$ cat config.mk
export PLATFORM = sky130hd
export DESIGN_NAME = window_line_accumulator
export DESIGN_NICKNAME = d
export VERILOG_FILES = /design/src/rtl/window_line_accumulator.sv
export SDC_FILE = /design/constraint.sdc
export NUM_CORES = 1
export LEC_CHECK = 0
export ABC_AREA = 1
export CAP_MARGIN = 30
export CORE_ASPECT_RATIO = 1.25
export CORE_UTILIZATION = 55
export DETAILED_ROUTE_END_ITERATION = 16
export PLACE_DENSITY = 0.85
export SLEW_MARGIN = 10
export SYNTH_ARGS = -nofsm -noshare
export SYNTH_HDL_FRONTEND = slang
export SYNTH_SLANG_ARGS = --single-unit
$ cat constraint.sdc
create_clock -name CLK -period 19.1 [get_ports CLK]
set_input_delay 5.73 -clock CLK [delete_from_list [all_inputs] [get_ports CLK]]
set_output_delay 5.73 -clock CLK [all_outputs]
set_load 0.05 [all_outputs]
$ cat src/rtl/window_line_accumulator.sv
// Sliding vertical window over per-line template sums: keeps the last NUM_OF_LINES
// rows per stream, emits full-window sums and the best-matching template index.
module window_line_accumulator #(
   parameter int unsigned PIXEL_SIZE    = 8,
   parameter int unsigned NUM_TEMPLATES = 2,
   parameter int unsigned LINE_SIZE     = 5,
   parameter int unsigned NUM_OF_LINES  = 5,
   parameter int unsigned LSUM_W        = $clog2(LINE_SIZE) + 2 * PIXEL_SIZE,
   parameter int unsigned ACC_W         = LSUM_W + $clog2(NUM_OF_LINES),
   parameter int unsigned IDX_W         = (NUM_TEMPLATES > 1) ? $clog2(NUM_TEMPLATES) : 1
) (
   input  logic              CLK,
   input  logic              RST_N,
   input  logic              in_valid,
   output logic              in_ready,
   input  logic              frame_start,
   input  logic [LSUM_W-1:0] I_square_line_sum,
   input  logic [LSUM_W-1:0] I_line_sum,
   input  logic [LSUM_W-1:0] T_x_I_line_sum [NUM_TEMPLATES],
   output logic              out_valid,
   input  logic              out_ready,
   output logic [ACC_W-1:0]  I_square_win_sum,
   output logic [ACC_W-1:0]  I_win_sum,
   output logic [ACC_W-1:0]  T_x_I_win_sum [NUM_TEMPLATES],
   output logic [IDX_W-1:0]  best_template
);

   localparam int unsigned NUM_STREAMS = 2 + NUM_TEMPLATES;
   localparam int unsigned FILL_W      = $clog2(NUM_OF_LINES + 1);

   typedef enum logic {ST_FILL = 1'b0, ST_RUN = 1'b1} state_t;

   state_t              r_state;
   logic [FILL_W-1:0]   r_fill_cnt;
   logic [LSUM_W-1:0]   r_hist [NUM_STREAMS][NUM_OF_LINES];
   logic [ACC_W-1:0]    r_acc  [NUM_STREAMS];
   logic                r_out_valid;
   logic [ACC_W-1:0]    r_win  [NUM_STREAMS];
   logic [IDX_W-1:0]    r_best;

   logic                w_accept;
   logic                w_produce;
   logic [FILL_W-1:0]   w_fill_next;
   logic [LSUM_W-1:0]   w_new      [NUM_STREAMS];
   logic [ACC_W-1:0]    w_acc_next [NUM_STREAMS];
   logic [ACC_W-1:0]    w_best_val;
   logic [IDX_W-1:0]    w_best_idx;

   assign in_ready         = !r_out_valid || out_ready;
   assign out_valid        = r_out_valid;
   assign I_square_win_sum = r_win[0];
   assign I_win_sum        = r_win[1];
   assign best_template    = r_best;

   for (genvar g = 0; g < NUM_TEMPLATES; g++) begin : g_out
      assign T_x_I_win_sum[g] = r_win[2+g];
   end

   // Stream 0 = I^2, stream 1 = I, streams 2.. = T x I per template
   always_comb begin
      w_accept = in_valid && in_ready;
      w_new[0] = I_square_line_sum;
      w_new[1] = I_line_sum;
      for (int unsigned t = 0; t < NUM_TEMPLATES; t++) begin
         w_new[2+t] = T_x_I_line_sum[t];
      end
   end

   // New window sums; a frame start restarts the window from this line alone
   always_comb begin
      for (int unsigned s = 0; s < NUM_STREAMS; s++) begin
         if (frame_start) begin
            w_acc_next[s] = ACC_W'(w_new[s]);
         end else begin
            w_acc_next[s] = r_acc[s] + ACC_W'(w_new[s])
                          - ACC_W'(r_hist[s][NUM_OF_LINES-1]);
         end
      end
   end

   always_comb begin
      if (frame_start) begin
         w_fill_next = FILL_W'(1);
      end else if (r_state == ST_RUN || r_fill_cnt == FILL_W'(NUM_OF_LINES)) begin
         w_fill_next = FILL_W'(NUM_OF_LINES);
      end else begin
         w_fill_next = r_fill_cnt + FILL_W'(1);
      end
      w_produce = w_accept && (w_fill_next == FILL_W'(NUM_OF_LINES));
   end

   // Strict greater-than keeps ties on the lowest index
   always_comb begin
      w_best_idx = '0;
      w_best_val = w_acc_next[2];
      for (int unsigned t = 1; t < NUM_TEMPLATES; t++) begin
         if (w_acc_next[2+t] > w_best_val) begin
            w_best_val = w_acc_next[2+t];
            w_best_idx = IDX_W'(t);
         end
      end
   end

   always_ff @(posedge CLK) begin
      if (!RST_N) begin
         r_state     <= ST_FILL;
         r_fill_cnt  <= '0;
         r_out_valid <= 1'b0;
         r_best      <= '0;
         for (int unsigned s = 0; s < NUM_STREAMS; s++) begin
            r_acc[s] <= '0;
            r_win[s] <= '0;
            for (int unsigned k = 0; k < NUM_OF_LINES; k++) begin
               r_hist[s][k] <= '0;
            end
         end
      end else begin
         if (w_accept) begin
            for (int unsigned s = 0; s < NUM_STREAMS; s++) begin
               for (int unsigned k = 1; k < NUM_OF_LINES; k++) begin
                  r_hist[s][k] <= frame_start ? '0 : r_hist[s][k-1];
               end
               r_hist[s][0] <= w_new[s];
               r_acc[s]     <= w_acc_next[s];
            end
            r_fill_cnt <= w_fill_next;
            r_state    <= (w_fill_next == FILL_W'(NUM_OF_LINES)) ? ST_RUN : ST_FILL;
         end

         if (w_produce) begin
            r_out_valid <= 1'b1;
            r_best      <= w_best_idx;
            for (int unsigned s = 0; s < NUM_STREAMS; s++) begin
               r_win[s] <= w_acc_next[s];
            end
         end else if (r_out_valid && out_ready) begin
            r_out_valid <= 1'b0;
         end
      end
   end

endmodule
## Yosys cells after proc, flatten, opt, wreduce, memory -nomap -nowiden

Memories as Yosys holds them, arrays and structs flattened.
Cells that the tools add are included.

- Input bits: 81
- Bits in writable memories: 556
- Memories kept: 3
- Register bits: 6
- Logic and storage cells: 115
- Output and inout bits: 91

- Magnitude comparators: 1
- Equality and inequality tests: 2
- Reductions and logical operators: 7
- Muxes and demuxes: 61
- Add/subtract/negate cells: 9
- Bitwise logic cells: 28

Memories:

| memory | words | width | read ports | clocked after memory_dff | write ports | line | RTL |
|---|---|---|---|---|---|---|---|
| r_hist | 4 | 95 | 4 | 0 | 4 | 35 | `logic [LSUM_W-1:0] r_hist [NUM_STREAMS][NUM_OF_LINES];` |
| r_acc | 4 | 22 | 4 | 0 | 4 | 36 | `logic [ACC_W-1:0] r_acc [NUM_STREAMS];` |
| r_win | 4 | 22 | 4 | 0 | 4 | 38 | `logic [ACC_W-1:0] r_win [NUM_STREAMS];` |

Operators with widths:

| operator | count |
|---|---|
| 19-bit 2-to-1 mux | 36 |
| 22-bit 2-to-1 mux | 12 |
| 22-bit by 19-bit adder with 22-bit output | 4 |
| 22-bit by 19-bit subtractor with 22-bit output | 4 |
| 1-bit OR | 28 |
| 22-bit > comparator | 1 |
| 1-bit 2-to-1 mux | 11 |
| 3-bit equality test (second input constant) | 2 |
| 3-bit 2-to-1 mux | 2 |
| 3-bit by 1-bit adder with 3-bit output (second input constant) | 1 |
| 1-bit logical AND | 3 |
| 1-bit logical OR | 2 |
| 2-bit nonzero test | 1 |
| 1-bit zero test | 1 |

## Depth between registers and ports, before layout

Gate-level depths: netlist of run 1.

- Depth after elaboration: 10
- Mapped depth: 26
- Gate-level depth less buffers: 26

## Worst setup path after synthesis of run 1

OpenSTA, ideal clock, no wires.

- Path type: in2reg
- Start: input port out_ready
- End: memory r_acc[0][0] (netlist bit), enable pin
- Arrival: 18.559 ns
- Setup time: 0.989 ns
- Buffers on the path: 1
- Stages: 5
- Path slack: -0.448 ns
- Cell sequence: inv_1 nand2_2 nand2_1 nand2_1 clkbuf_1

RTL lines:

| element | line | RTL |
|---|---|---|
| from (decl) | 21 | `input logic out_ready,` |
| to (decl) | 36 |  |

## Final worst setup path of run 1

- Start: input port out_ready
- End: output port in_ready

- Cells in the longest elaborated chain, start to end: 1

RTL lines:

| element | line | RTL |
|---|---|---|
| 1-bit logical OR | 49 | `assign in_ready = !r_out_valid \|\| out_ready;` |
| to (decl) | 15 | `output logic in_ready,` |

No other way between the ends.

==> key figures, run 1 <==
Run status
  • Outcome: finished clean

Global route
  • Pin count of the biggest net entering global routing: 176
  • Total congestion overflow: 0
  • First-pass GRT wire length: 104 mm
  • GRT Util Overall: 23.9%
  • Antenna violations before repair: 2
  • Vias in the first global route: 20,683

Timing
  • Fin. Hold Viols: 0
  • Least-Margin Pin Slew: 1.05 ns
  • Fin crit period: 12.84 ns
  • Rel. slew slack: 30.3%
  • Hold Slack: 0.471 ns
  • Period utilization: 67.2%
  • RSZ-0062 raised after global routing: no
  • Total negative slack: 0 ns
  • Max-slew violation count: 0
  • Final setup viols: 0
  • Fmax: 77.9 MHz
  • Clock Skews: 0.0251 ns

Drt
  • Avg WL per Cell: 15.6 um
  • Iter 0 DRT Violations: 1,502
  • Routed vias: 21,076
  • ANT nets after route: 0
  • First-pass DRT Iterations: 5
  • Vias per std cell: 5.09
  • Drc violations: 0
  • Post-Route WL: 64.5 mm

Clocking
  • Skew-Pair Late Insertion Delay: 0.61 ns
  • TritonCTS clock tree: yes
  • # hold bufs at CTS: 0
  • # resized after CTS: 0
  • Max Root-Sink Buffers: 3
  • Clock-pin slew of the registers on the worst-case setup and hold paths: 0.06 ns
  • Num CTS Buffers: 53
  • H-Tree Depth: 2
  • CTS Sinks: 562
  • CTS root buf: clkbuf_16
  • Postcts setup bufs: 0

Critical path
  • CP Data Arrival Time: 7.11 ns
  • Required time worst endpoint: 13.37 ns
  • Kind of end point of the critical path: output pin
  • CP Class: in2out
  • CP startpoint kind: input pin
  • Max Fanout on Critical Path: 3

Run
  • Max Cap Viol: 0

Cells and area
  • Area grow syn2layout: 14.0%
  • Most common cell after layout, fill and taps aside: inv_1
  • Cell Count, Final, Fillers Out: 4,143
  • Finished Core Util: 63.9%
  • Share of cells above drive strength 1: 3.62%
  • FF+latch area: 16,600 um2
  • Number of fillers in the final layout: 4,251
  • Final Net Count: 3,651
  • Area of the multi-input gates: 9980 um2
  • Final instance area: 33,900 um2
  • Commonest cells after routing, fill and taps aside: 725 x inv_1, 624 x nor2_1, 537 x edfxtp_1, 535 x nand2_1, 170 x clkdlybuf4s50_1

Synth
  • Post-synthesis cell count: 3,223
  • Synthesized area: 29,700 um2
  • Post-Syn Nets: 3,492
  • Syn Area/Cell: 9.23 um2
  • Yosys reg bits: 562
  • Yosys warning total: 0
  • Sequential-to-total area share from yosys stat: 55.9%
  • Yosys cell types: 35

Die
  • IO Pins: 172
  • Die height: 262 um
  • Die width: 210 um
  • Core area: 53,000 um2
  • Die area: 55,000 um2
  • Starting Density: 56.1%
  • FP Rows: 94

Power and ir drop
  • Leak: 15.1 nW
  • PD cells: 98.5 nW/um2
  • Worst VDD drop: 0.0000865 V

Placed design
  • GPL Wtd Cong: 0.916
  • Placed insts: 4,044
  • Number of port buffers: 171
  • Cell Area, Placed: 32,100 um2
  • HPWL Detailed: 44.6 mm

Min path
  • Hold Crit Class: reg2reg
-- cell usage after synthesis --
cell type  number  area (um2)
inv_1         725        2720
nor2_1        624        2340
edfxtp_1      537       16100
nand2_1       537        2020
nand3_1       162         811
a21oi_1       126         631
ha_1          112        1400
o21ai_0        90         450
fa_1           76        1520
buf_2          54         270
clkbuf_1       30         113
dfxtp_1        25         500
nand4_1        25         156
nor3_1         19        95.1
or2_2          13        81.3
nand3b_1        8        60.1
o21bai_1        8        60.1
o22ai_1         8        50.1
xnor2_1         8        70.1
and2_1          6        37.5
a21o_1          5        37.5
inv_2           4        15.0
xor2_1          4        35.0
buf_1           3        11.3
nor4_1          2        12.5
o211ai_1        2        15.0
o21a_1          2        15.0
a31oi_1         1        6.26
a32o_1          1        10.0
buf_6           1        11.3
nand2_2         1        6.26
nand4_4         1        21.3
nor2_2          1        6.26
nor2_4          1        11.3
or2_0           1        6.26
-- layer usage --
layer  wire length (um)  share of wire (%)  vias up  global-route usage, %
li1                   -                  -    10430                      -
met5                 17              0.026        -                      0
met3               3150                4.9      113                   3.12
met1              27500                 43     9973                   31.2
met2              31800                 49      558                   41.3
met4               1990                3.1        2                   8.17
-- report_power, final --
part / switching [mW] / total [mW] / internal, mW
logic: 0.572 / 0.858 / 0.287
clock network: 0.458 / 1.03 / 0.571
registers: 0.0235 / 1.45 / 1.43
total: 1.05 / 3.34 / 2.28
-- worst paths after layout --
path,from,endpoint,slack (ns),depth (start not counted)
setup / recovery,out_ready,in_ready,6.26,4
hold / removal,r_hist[2][80],r_hist[2][61],0.47,2
setup reg to reg,out_valid,r_acc[2][16],14.81,6
hold reg to reg,r_hist[2][80],r_hist[2][61],0.47,2
-- cell families (layout without fill, tap and decap cells) --
kind of cell | count (synthesis) | in the layout | share of synthesized area, %
AOI/OAI and AO/OA | 243 | 243 | 4.29
xor gates and xnor gates | 12 | 12 | 0.353
adders and majority gates | 188 | 188 | 9.83
buffers and inverters | 817 | 1016 | 10.6
DFF | 562 | 562 | 55.9
other | 0 | 1 | 0
and+or+nand+nor | 1401 | 1401 | 19.0
-- state kept, by name (all words and copies together) (netlist names) --
signal and flops:
best_template 1, out_valid 1, r_acc 88, r_fill_cnt 3
r_hist 380, r_state 1, r_win 88
-- stage by stage --
stage                     setup WS, ns  total power [mW]
after floorplan                   6.47              2.10
after global placement            6.26              2.30
after detailed placement          6.27              2.32
after CTS                         6.26              3.35
after global routing              6.24              3.52
final                             6.26              3.34
-- layout make-up --
type	instances	share of cell area, %
diodes	1	0.00738
clock buffers	69	4.46
clock inverters	26	0.495
inverters	729	8.11
multi-input cells	1844	29.4
flip-flops and latches	562	49.1
well taps	720	2.66
repair buffers	192	5.76
-- worst max-delay path: stages --
cell	delay, ns
clkdlybuf4s50_1	0.46
inv_1	0.05
nand2_2	0.07
clkdlybuf4s50_1	0.80
Note: power is estimated with default switching activity, not from simulation.
==> run 2, diff against run 1 <==
==> constraint.sdc (replaced) <==
create_clock -name CLK -period 10.4 [get_ports CLK]
set_input_delay 3.12 -clock CLK [delete_from_list [all_inputs] [get_ports CLK]]
set_output_delay 3.12 -clock CLK [all_outputs]
set_load 0.05 [all_outputs]
==> run 2 against run 1 <==
Effect of this change: register-to-register slack lost 8.2 ns; die area stayed put; via count down 0.13%; wire length fell by 0.39%.
==> key figures, run 2 (synthesis gave the netlist of run 1 again) <==
Run status
  • Outcome: finished clean

Placed design
  • HPWL Detailed: 44.8 mm
  • Placed insts: 4,044
  • GPL Wtd Cong: 0.921
  • Number of port buffers: 171

Timing
  • Period utilization: 73.1%
  • Fin. Hold Viols: 0
  • RSZ-0062 raised after global routing: no
  • Clock Skews: 0.0211 ns
  • Max-slew violation count: 0
  • Final setup viols: 0
  • Least-Margin Pin Slew: 1.21 ns
  • Total negative slack: 0 ns
  • Fmax: 131 MHz
  • Fin crit period: 7.61 ns
  • Rel. slew slack: 19.6%

Die
  • Core area: 53,000 um2
  • Die area: 55,000 um2
  • Die width: 210 um
  • Die height: 262 um
  • IO Pins: 172
  • Starting Density: 56.1%
  • FP Rows: 94

Global route
  • Total congestion overflow: 0
  • GRT Util Overall: 23.6%
  • Pin count of the biggest net entering global routing: 195
  • First-pass GRT wire length: 102 mm
  • Vias in the first global route: 20,600
  • Antenna violations before repair: 0

Drt
  • Routed vias: 21,049
  • First-pass DRT Iterations: 6
  • ANT nets after route: 0
  • Post-Route WL: 64.3 mm
  • Drc violations: 0
  • Avg WL per Cell: 15.5 um
  • Iter 0 DRT Violations: 1,627
  • Vias per std cell: 5.08

Power and ir drop
  • Worst VDD drop: 0.000131 V
  • Logic pwr share: 25.5%
  • Leak: 15.1 nW
  • Internal: 4.23 mW
  • Flop pwr share: 43.1%
  • PD cells: 182 nW/um2
  • Net switching fraction of the power: 31.5%
  • Clock group share of total power: 31.4%
  • Sw Pwr: 1.95 mW

Clocking
  • # hold bufs at CTS: 0
  • H-Tree Depth: 2
  • # resized after CTS: 0
  • CTS root buf: clkbuf_16
  • Clock-pin slew of the registers on the worst-case setup and hold paths: 0.06 ns
  • Max Root-Sink Buffers: 3
  • Num CTS Buffers: 53
  • Postcts setup bufs: 0
  • TritonCTS clock tree: yes
  • Skew-Pair Late Insertion Delay: 0.62 ns
  • CTS Sinks: 562

Cells and area
  • Max reg flops: 380
  • Most common cell after layout, fill and taps aside: inv_1
  • Share of cells above drive strength 1: 3.53%
  • Largest regs: r_hist: 380 flops, r_acc: 88 flops, r_win: 88 flops
  • Commonest cells after routing, fill and taps aside: 725 x inv_1, 624 x nor2_1, 537 x edfxtp_1, 535 x nand2_1, 170 x clkdlybuf4s50_1
  • Number of fillers in the final layout: 4,190
  • Inserted Diodes: 0
  • Most flops, register: r_hist
  • Cell Count, Final, Fillers Out: 4,143
  • Final Net Count: 3,648
  • Area grow syn2layout: 14.0%

Critical path
  • Worst r2r src: r_hist[3][0]
  • CP Data Arrival Time: 4.49 ns
  • Required time worst endpoint: 7.28 ns
  • CP startpoint kind: input pin
  • CP Class: in2out
  • FF-to-FF End: best_template
  • Max Fanout on Critical Path: 3
  • R2r setup slk: 6.64 ns
  • Reg2reg path depth: 21
  • Kind of end point of the critical path: output pin

Min path
  • Hold Path Origin: r_hist[2][92]
  • Min-Delay Endpoint: r_hist[2][73]
  • Worst hold path depth: 2
  • Hold Crit Class: reg2reg

Run
  • Max Cap Viol: 0
==> run 2: cell count changes in the layout (fill, tap and decap cells not counted), moves of 2 or more <==
cell / change
clkbuf_16: -4
clkinvlp_4: -2
clkbuf_8: -2
clkinv_8: +2
buf_16: -2
clkinv_4: +3
buf_4: -2
bufinv_16: +4
clkinv_1: +3
==> run 2: worst max-delay path: stages <==
cell and delay [ns]:
clkdlybuf4s50_1 0.46, inv_1 0.05, nand2_2 0.06, clkdlybuf4s50_1 0.80
==> run 2: cell type report <==
type	instances	area [um2]	area share, %
sequential	562	16600	49.1
timing repair buffer	189	1900	5.61
multi-input combinational	1844	9980	29.5
clock buffer	64	1390	4.10
clock inverter	35	339	1.00
tap	720	901	2.66
inverter	729	2750	8.11
==> run 2: worst max-delay path by stage <==
stage / start / end / slack, ns / depth (start not counted)
after floorplan: out_ready / r_acc[0][0] / 0.38 / 5
after global placement: out_ready / in_ready / 2.81 / 4
after detailed placement: out_ready / in_ready / 2.80 / 4
after CTS: out_ready / in_ready / 2.79 / 4
after global routing: out_ready / in_ready / 2.77 / 4
final: out_ready / in_ready / 2.79 / 4
==> run 2: layer usage <==
layer | routed length (um) | global-route usage (%) | part of all wire (%) | vias up
met5 | 0 | 0 | 0 | -
met2 | 31900 | 41.1 | 50 | 609
met3 | 3290 | 2.74 | 5.1 | 107
met1 | 27300 | 31.0 | 43 | 9902
li1 | - | - | - | 10431
met4 | 1730 | 7.87 | 2.7 | 0
==> run 2: power by group through the flow <==
| stage | combinational, mW | sequential (mW) | clock, mW |
|---|---|---|---|
| 2_1_floorplan | 1.09 | 2.77 | 0 |
| 3_3_place_gp | 1.52 | 2.71 | 0 |
| 3_5_place_dp | 1.55 | 2.71 | 0 |
| 4_1_cts | 1.56 | 2.66 | 1.97 |
| 5_1_grt | 1.78 | 2.68 | 2.04 |
| 6_report | 1.57 | 2.66 | 1.94 |
==> run 2: metrics by stage <==
step	util, %	power (mW)	instance area [um2]	hold slack (ns)	setup WS (ns)
floorplan	-	3.86	29700	0.448	0.384
global placement	60.5	4.22	32100	0.451	2.81
detailed placement	60.6	4.26	32200	0.465	2.80
CTS	63.9	6.20	33900	0.475	2.79
global route	63.9	6.50	33900	0.496	2.77
finish	63.9	6.17	33900	0.472	2.79
==> run 3, diff against run 2 <==
--- a/config.mk
+++ b/config.mk
@@ -8,9 +8,9 @@
 export ABC_AREA = 1
 export CAP_MARGIN = 30
 export CORE_ASPECT_RATIO = 1.25
-export CORE_UTILIZATION = 55
+export CORE_UTILIZATION = 61
 export DETAILED_ROUTE_END_ITERATION = 16
-export PLACE_DENSITY = 0.85
+export PLACE_DENSITY = 0.89
 export SLEW_MARGIN = 10
 export SYNTH_ARGS = -nofsm -noshare
 export SYNTH_HDL_FRONTEND = slang
==> constraint.sdc (replaced) <==
create_clock -name CLK -period 7 [get_ports CLK]
set_input_delay 2.1 -clock CLK [delete_from_list [all_inputs] [get_ports CLK]]
set_output_delay 2.1 -clock CLK [all_outputs]
set_load 0.05 [all_outputs]
==> run 3 against run 2 <==
Effect of this change: non-clock buffer count up 10; global-route usage rose by 4.1 points; largest power group unchanged; clock power is 49% higher; highest routed layer unchanged; critical path type unchanged; largest cell class unchanged; worst hold slack better by 0.0039 ns; via count grew 1.7%; wire length up 4.2%.
==> key figures, run 3 (synthesis gave the netlist of run 1 again) <==
Timing
  • Fin. Hold Viols: 0
  • Max-slew violation count: 0
  • Fin crit period: 5.56 ns
  • Hold Slack: 0.476 ns
  • Rel. slew slack: 45.6%
  • Fmax: 180 MHz
  • Period utilization: 79.4%
  • Final setup viols: 0
  • Least-Margin Pin Slew: 0.808 ns
  • RSZ-0062 raised after global routing: no
  • Total negative slack: 0 ns
  • Clock Skews: 0.0112 ns

Clocking
  • # hold bufs at CTS: 0
  • Postcts setup bufs: 0
  • CTS root buf: clkbuf_16
  • CTS Sinks: 562
  • H-Tree Depth: 2
  • TritonCTS clock tree: yes
  • Clock-pin slew of the registers on the worst-case setup and hold paths: 0.06 ns
  • Skew-Pair Late Insertion Delay: 0.60 ns
  • Num CTS Buffers: 54
  • Max Root-Sink Buffers: 3
  • # resized after CTS: 0

Drt
  • ANT nets after route: 0
  • Iter 0 DRT Violations: 1,576
  • Avg WL per Cell: 16.4 um
  • Vias per std cell: 5.25
  • Post-Route WL: 67.0 mm
  • First-pass DRT Iterations: 6
  • Drc violations: 0
  • Routed vias: 21,410

Min path
  • Hold Path Origin: r_hist[2][64]
  • Worst hold path depth: 2
  • Hold Crit Class: reg2reg
  • Min-Delay Endpoint: r_hist[2][64]

Run
  • Max Cap Viol: 0

Critical path
  • CP Data Arrival Time: 3.46 ns
  • Crit-path cells: clkdlybuf4s50_1, inv_1, nand2_2, clkdlybuf4s50_1
  • Worst r2r src: r_hist[3][7]
  • R2r setup slk: 3.19 ns
  • Kind of end point of the critical path: output pin
  • Max Fanout on Critical Path: 3
  • Reg2reg path depth: 20
  • Max incr delay on CP: 0.80 ns
  • Critical path's slowest cell: clkdlybuf4s50_1
  • Most frequent CP cell: clkdlybuf4s50_1
  • CP startpoint kind: input pin
  • Bufs and invs on worst path: 3
  • Delay-heaviest family, CP: buffers and inverters
  • Required time worst endpoint: 4.90 ns
  • CP Class: in2out
  • FF-to-FF End: best_template

Die
  • IO Pins: 172
  • Core area: 48,200 um2
  • Die height: 249 um
  • Starting Density: 61.7%
  • FP Rows: 90
  • Die width: 199 um
  • Die area: 49,600 um2

Cells and area
  • Share of cells above drive strength 1: 3.81%
  • Most common cell after layout, fill and taps aside: inv_1
  • Area grow syn2layout: 14.1%
  • Max reg flops: 380
  • Commonest cells after routing, fill and taps aside: 725 x inv_1, 624 x nor2_1, 537 x edfxtp_1, 535 x nand2_1, 170 x clkdlybuf4s50_1
  • Cell Count, Final, Fillers Out: 4,080
  • Final instance area: 33,900 um2
  • Most flops, register: r_hist
  • Largest regs: r_hist: 380 flops, r_acc: 88 flops, r_win: 88 flops
  • Number of fillers in the final layout: 3,596
  • Final Net Count: 3,659

Power and ir drop
  • Power Total: 9.24 mW
  • Worst VDD drop: 0.000201 V
  • PD cells: 272 nW/um2
  • Leak: 15.2 nW

Global route
  • Pin count of the biggest net entering global routing: 163
  • Total congestion overflow: 0
  • First-pass GRT wire length: 107 mm
  • Antenna violations before repair: 1
  • GRT Util Overall: 27.7%
  • Vias in the first global route: 21,165

Run status
  • Outcome: finished clean

Placed design
  • Placed insts: 3,978
  • Number of port buffers: 171
  • HPWL Detailed: 46.5 mm
  • Cell Area, Placed: 32,200 um2
  • GPL Wtd Cong: 0.947
[run 3: metrics by stage]
stage / setup WS, ns / util [%]
floorplan: 0.607 / -
global placement: 0.814 / 66.7
detailed placement: 0.857 / 66.7
CTS: 1.43 / 70.4
global route: 1.22 / 70.4
finish: 1.44 / 70.4
[run 3: worst max path at each step]
stage	endpoint	cells past startpoint	from	slack [ns]
2_1_floorplan	r_acc[0][0]	5	out_ready	0.61
3_3_place_gp	best_template	22	T_x_I_line_sum[6]	0.81
3_5_place_dp	best_template	22	T_x_I_line_sum[6]	0.86
4_1_cts	in_ready	4	out_ready	1.43
5_1_grt	best_template	23	T_x_I_line_sum[6]	1.22
6_report	in_ready	4	out_ready	1.44
[run 3: routing by layer]
layer	global-route usage, %	vias up	share of wire (%)	wire length, um
met3	2.75	137	5.1	3400
met5	0	-	0	0
met2	46.7	663	50	33300
met1	37.0	10150	42	27900
li1	-	10460	-	-
met4	10.7	0	3.5	2320
[run 3: cell type report]
cell class | count | area, um2 | share of cell area (%)
inverters | 729 | 2750 | 8.11
well taps | 644 | 806 | 2.38
repair buffers | 199 | 2010 | 5.92
flip-flops and latches | 562 | 16600 | 49.0
multi-input cells | 1844 | 9980 | 29.4
clock buffers | 70 | 1480 | 4.37
diodes | 1 | 2.50 | 0.00738
clock inverters | 31 | 260 | 0.767
[run 3: worst reg2reg max path: cells and delay by family (launching register included)]
kind,cells,cell delay [ns]
buffers and inverters,2,0.13
adders and majority gates,3,1.15
and+or+nand+nor,15,1.98
DFF,1,0.45
[run 3: where the power goes]
part | internal [mW] | switching (mW)
registers | 3.89 | 0.0674
clock network | 1.64 | 1.25
logic | 0.794 | 1.59
